<file path="config.mk">
export PLATFORM = sky130hd
export DESIGN_NAME = matrix_tile_loader
export DESIGN_NICKNAME = d
export VERILOG_FILES = /design/src/rtl/matrix_pkg.sv /design/src/rtl/tile_bank.sv /design/src/rtl/matrix_tile_loader.sv
export SDC_FILE = /design/constraint.sdc
export NUM_CORES = 1
export LEC_CHECK = 0
export BUFFER_PORTS_ARGS = -buffer_cell sky130_fd_sc_hd__buf_4
export CAP_MARGIN = 20
export CORE_ASPECT_RATIO = 2
export CORE_MARGIN = 8
export CORE_UTILIZATION = 35
export CTS_BUF_LIST = sky130_fd_sc_hd__clkbuf_2 sky130_fd_sc_hd__clkbuf_4 sky130_fd_sc_hd__clkbuf_8
export CTS_CLUSTER_DIAMETER = 50
export DETAILED_ROUTE_END_ITERATION = 10
export SYNTH_ARGS = -nofsm -noshare
export SYNTH_HDL_FRONTEND = slang
export SYNTH_HIERARCHICAL = 1
export SYNTH_SLANG_ARGS = --single-unit
</file>
<file path="constraint.sdc">
create_clock -name clk -period 2.6 [get_ports clk]
set_input_delay 0.52 -clock clk [delete_from_list [all_inputs] [get_ports clk]]
set_output_delay 0.52 -clock clk [all_outputs]
set_load 0.01 [all_outputs]
</file>
<file path="src/rtl/matrix_pkg.sv">
// Shared helpers for the matrix tile loader: derived widths and the
// stream-element to tile-slot mapping used when filling a bank.
package matrix_pkg;

  function automatic int tile_w(input int elem_w, input int rows, input int cols);
    return rows * cols * elem_w;
  endfunction

  function automatic int elems_per_beat(input int in_w, input int elem_w);
    return in_w / elem_w;
  endfunction

  function automatic int beats_per_tile(input int t_w, input int in_w);
    return t_w / in_w;
  endfunction

  function automatic int cnt_w(input int n);
    return (n > 1) ? $clog2(n) : 1;
  endfunction

  // Row-major slot r*COLS+c collapses to k itself; column-major walks rows first.
  function automatic int elem_slot(input int k, input logic transpose,
                                   input int rows, input int cols);
    if (transpose) begin
      return (k % rows) * cols + (k / rows);
    end
    return k;
  endfunction

endpackage

</file>
<file path="src/rtl/tile_bank.sv">
// One ping-pong bank: tile storage plus its full and transpose flags.
module tile_bank
  import matrix_pkg::*;
#(
  parameter int ELEM_W = 4,
  parameter int ROWS   = 2,
  parameter int COLS   = 4,
  parameter int IN_W   = 16,
  parameter int TILE_W = tile_w(ELEM_W, ROWS, COLS),
  parameter int EPB    = elems_per_beat(IN_W, ELEM_W),
  parameter int CNT_W  = 1
) (
  input  logic              clk,
  input  logic              rst_n,
  input  logic              i_we,
  input  logic [CNT_W-1:0]  i_beat,
  input  logic [IN_W-1:0]   i_data,
  input  logic              i_transpose,
  input  logic              i_set_full,
  input  logic              i_clear_full,
  output logic [TILE_W-1:0] o_data,
  output logic              o_full,
  output logic              o_transposed
);

  localparam int NELEM = ROWS * COLS;

  logic [TILE_W-1:0] r_data;
  logic              r_full;
  logic              r_transposed;
  logic              w_tr;

  // Beat 0 uses the live flag; later beats reuse the one latched on beat 0.
  assign w_tr = (i_beat == '0) ? i_transpose : r_transposed;

  always_ff @(posedge clk or negedge rst_n) begin
    if (!rst_n) begin
      r_data       <= '0;
      r_full       <= 1'b0;
      r_transposed <= 1'b0;
    end else begin
      if (i_we) begin
        for (int j = 0; j < EPB; j++) begin
          r_data[(NELEM - 1 - elem_slot(int'(i_beat) * EPB + j, w_tr, ROWS, COLS)) * ELEM_W +: ELEM_W]
            <= i_data[IN_W - 1 - j * ELEM_W -: ELEM_W];
        end
        if (i_beat == '0) begin
          r_transposed <= i_transpose;
        end
      end
      if (i_set_full) begin
        r_full <= 1'b1;
      end else if (i_clear_full) begin
        r_full <= 1'b0;
      end
    end
  end

  assign o_data       = r_data;
  assign o_full       = r_full;
  assign o_transposed = r_transposed;

endmodule

</file>
<file path="src/rtl/matrix_tile_loader.sv">
// Streams IN_W-bit beats into ROWS x COLS tiles held in two ping-pong banks
// and hands each completed tile on as one flat word.
module matrix_tile_loader
  import matrix_pkg::*;
#(
  parameter int ELEM_W  = 4,
  parameter int ROWS    = 2,
  parameter int COLS    = 4,
  parameter int IN_W    = 16,
  localparam int TILE_W = tile_w(ELEM_W, ROWS, COLS),
  localparam int EPB    = elems_per_beat(IN_W, ELEM_W),
  localparam int BEATS  = beats_per_tile(TILE_W, IN_W),
  localparam int CNT_W  = cnt_w(BEATS)
) (
  input  logic              clk,
  input  logic              rst_n,
  input  logic              in_valid,
  output logic              in_ready,
  input  logic [IN_W-1:0]   in_data,
  input  logic              in_last,
  input  logic              in_transpose,
  output logic              out_valid,
  input  logic              out_ready,
  output logic [TILE_W-1:0] out_data,
  output logic              out_transposed,
  output logic [1:0]        tiles_buffered,
  output logic              err_framing
);

  if (IN_W % ELEM_W != 0) begin : g_bad_in_w
    $fatal(1, "IN_W must be a multiple of ELEM_W");
  end
  if (TILE_W % IN_W != 0) begin : g_bad_tile_w
    $fatal(1, "IN_W must divide ROWS*COLS*ELEM_W");
  end

  logic [CNT_W-1:0]  r_beat_cnt;
  logic              r_wr_bank;
  logic              r_rd_bank;
  logic              r_err_framing;
  logic [1:0]        w_full;
  logic [1:0]        w_tr;
  logic [TILE_W-1:0] w_data [2];
  logic              w_accept;
  logic              w_drain;
  logic              w_last_beat;

  assign w_last_beat = (r_beat_cnt == CNT_W'(BEATS - 1));
  assign in_ready    = rst_n & ~w_full[r_wr_bank];
  assign w_accept    = in_valid & in_ready;
  assign out_valid   = w_full[r_rd_bank];
  assign w_drain     = out_valid & out_ready;

  for (genvar g = 0; g < 2; g++) begin : g_bank
    tile_bank #(
      .ELEM_W (ELEM_W),
      .ROWS   (ROWS),
      .COLS   (COLS),
      .IN_W   (IN_W),
      .TILE_W (TILE_W),
      .EPB    (EPB),
      .CNT_W  (CNT_W)
    ) u_bank (
      .clk          (clk),
      .rst_n        (rst_n),
      .i_we         (w_accept && (r_wr_bank == 1'(g))),
      .i_beat       (r_beat_cnt),
      .i_data       (in_data),
      .i_transpose  (in_transpose),
      .i_set_full   (w_accept && w_last_beat && (r_wr_bank == 1'(g))),
      .i_clear_full (w_drain && (r_rd_bank == 1'(g))),
      .o_data       (w_data[g]),
      .o_full       (w_full[g]),
      .o_transposed (w_tr[g])
    );
  end

  assign out_data       = w_data[r_rd_bank];
  assign out_transposed = w_tr[r_rd_bank];
  assign tiles_buffered = {1'b0, w_full[0]} + {1'b0, w_full[1]};
  assign err_framing    = r_err_framing;

  // Framing is judged against beat_cnt; in_last never steers the fill.
  always_ff @(posedge clk or negedge rst_n) begin
    if (!rst_n) begin
      r_beat_cnt    <= '0;
      r_wr_bank     <= 1'b0;
      r_rd_bank     <= 1'b0;
      r_err_framing <= 1'b0;
    end else begin
      if (w_accept) begin
        if (w_last_beat) begin
          r_beat_cnt <= '0;
          r_wr_bank  <= ~r_wr_bank;
        end else begin
          r_beat_cnt <= r_beat_cnt + 1'b1;
        end
        if (in_last != w_last_beat) begin
          r_err_framing <= 1'b1;
        end
      end
      if (w_drain) begin
        r_rd_bank <= ~r_rd_bank;
      end
    end
  end

endmodule
</file>
==> results.cfg <==
[outcome]
outcome = completed

[timing]
whs_ns = 0.472
fin_crit_ns = 2.42
finalSetupViolations = 0
worst_pin_slew_ns = 0.891
rsz0062_at_grt = false
fmax_mhz = 414
finalClockSkew_ns = 0.0116
fin_setup_tns_ns = 0
drv_slew = 0
final.period_utilization_pct = 93.0
hold_violations = 0
relSlewSlack_pct = 40.6

[placed_design]
numPortBuffers = 59
dp_hpwl_mm = 7.87
place_congestion = 0.869

[clock_tree]
root_buffer = clkbuf_8
postCtsResizedCells = 0
numCtsBuffers = 9
cts_tree = built
clk_pin_slew_ns = 0.07
clockBufferDepth = 2
cts.sinks = 72
cts_max_level = 3
clk_latency_ns = 0.34

[worst_setup_path]
critPathMaxFanout = 13
worstPathArrival_ns = 2.64
required_ns = 2.82
path_class = in2reg
endpoint_kind = flip-flop
crit_path_start_kind = primary input

[power]
ir_drop_uv = 474
power_density_mw_per_mm2 = 1250
leakage_nw = 2.22

[global_routing]
met3_usage_pct = 3.56
met2_usage_pct = 25.3
track_usage_pct = 14.0
grt_max_degree = 72
grt.overflow.total = 0
antenna_found_initial = 0
use_met1_pct = 14.4
grt_pass1_vias = 3083
gr-max-usage-layer = met2
grt_pass1_wl_mm = 16.6

[logic_synthesis]
synth_top_cell_by_area = dfrtp_1
synth_cell_type_count = 39
synth_cells = 332
ys_warn_count = 6
synth_async_sr_flop_share_pct = 100
synth-seq-area-share_pct = 45.2
synth_top_area_share_pct = 45.2
syn_area_per_cell_um2 = 12.0
synth.area.top_cells = dfrtp_1 (45%), mux2_4 (11%), mux2_2 (8.5%)
syn_nets = 357
yosys_most_used_dff = dfrtp_1
syn-cell-area_mm2 = 0.00398
synth_edf_count = 0
ys_seq_elements = 72

[floorplan]
start_util_pct = 35.5
die_w_um = 91.4
core_area_mm2 = 0.0112
dieArea_mm2 = 0.0153
io_pins = 60
fp.dieH_um = 167
rows = 55

[drt]
wl_per_cell_um = 19.4
vias = 2917
drt_iter0_drc = 228
drc_errors = 0
ant_nets = 0
totalWireLength_mm = 10.5
first_pass_iters = 4
viasPerCell = 5.38

[job]
maxCapViolCount = 0

[final_layout]
utilization_pct = 42.0
antenna_cells = 0
synthToLayoutAreaGrowth_pct = 18.3
drive_above_1_share_pct = 40.8
nNetsFinal = 420

[hold_path]
min_path_type = in2reg
through the flow:
step | instances | instance area (um2) | total power, mW | setup WS, ns
3_3_place_gp | 525 | 4510 | 5.03 | 0.345
5_1_grt | 542 | 4710 | 6.29 | 0.0603
4_1_cts | 542 | 4710 | 5.98 | 0.172
2_1_floorplan | 332 | 3980 | 4.09 | 0.730
3_5_place_dp | 525 | 4510 | 5.08 | 0.278
6_report | 542 | 4710 | 5.90 | 0.183
cell usage after synthesis, types with 2 or more instances:
master / n
or2_2: 2
xnor2_1: 2
nand2_1: 29
buf_6: 3
mux2_2: 30
a2bb2oi_1: 6
a21boi_0: 2
a21o_1: 2
o21bai_1: 2
nor2b_1: 10
mux2_4: 30
o22ai_1: 6
dfrtp_1: 72
nand2b_4: 2
nand2b_1: 6
a22o_1: 26
o21ai_2: 2
a32oi_1: 16
nand3_2: 2
buf_2: 4
a22o_2: 2
nand3_1: 2
and4b_2: 2
nor2_1: 2
inv_1: 13
buf_12: 3
o21ai_0: 25
nor3_1: 3
clkbuf_8: 4
ha_1: 3
clkbuf_1: 2
nor4b_2: 2
inv_4: 2
a21oi_1: 8
power by group:
part	total [mW]	switching (mW)	leakage (nW)	internal, mW
registers	2.02	0.407	0.885	1.62
clock network	0.869	0.404	0.104	0.465
logic	3.00	1.33	1.23	1.68
total	5.90	2.14	2.22	3.76
path summary, 6_finish.rpt:
kind	from	to	slack, ns	cells after the start
setup / recovery	rst_n	g_bank[0].u_bank/o_transposed	0.18	6
hold / removal	in_last	err_framing	0.47	3
setup reg to reg	r_beat_cnt	g_bank[0].u_bank/o_data[25]	0.25	6
hold reg to reg	g_bank[0].u_bank/o_data[26]	g_bank[0].u_bank/o_data[26]	0.48	2
max in group asynchronous	rst_n	r_rd_bank	0.99	3
min in group asynchronous	rst_n	err_framing	0.52	2
worst max-delay path, stage by stage:
cell and delay (ns):
dlygate4sd3_1 0.53, buf_4 0.14, nand2_1 0.09, nor3_2 0.44, nand2b_1 0.50, mux2_2 0.42
final cells by class:
cell class              count  area (um2)
fillers                  1101        6500
inverters                  15        61.3
repair buffers             68         526
clock inverters             5        57.6
multi-input cells         229        1950
well taps                 142         178
clock buffers              11         139
flip-flops and latches     72        1800
state kept, by name, summed over array words and instances, names as in the netlist:
signal                      count
r_wr_bank                       1
r_beat_cnt                      1
err_framing                     1
g_bank.u_bank/o_data           64
g_bank.u_bank/o_transposed      2
g_bank.u_bank/o_full            2
r_rd_bank                       1
routing by layer:
layer  part of all wire, %  vias up
met2                    54       97
met3                   5.4       16
met4                   2.8        0
li1                      -     1358
met1                    37     1446
met5                     0        -
cell usage in the layout, fill, tap and decap left out, drive strengths merged, types with 6 or more instances in the layout:
master    n
buf      67
inv      15
a22o     28
mux2     60
o21ai    27
nand2    29
dfrtp    72
a2bb2oi   6
o22ai     6
nand2b    8
a21oi     8
nor2b    10
a32oi    16
clkbuf   11
cell families after synthesis:
family,synth area share (%)
XOR/XNOR,0.440
multiplexers,20.0
flip-flops,45.2
AND/OR/NAND/NOR,9.65
adder cells (fa/ha/maj),0.943
AO/OA/AOI/OAI,17.7
buffers and inverters,5.97
timing repair:
action | 4_1_cts | 5_1_grt
hold endpoints to repair | 1 | 0
hold buffers | 1 | 0
setup buffers | 0 | 0
Note: power is estimated with default switching activity, not from simulation.
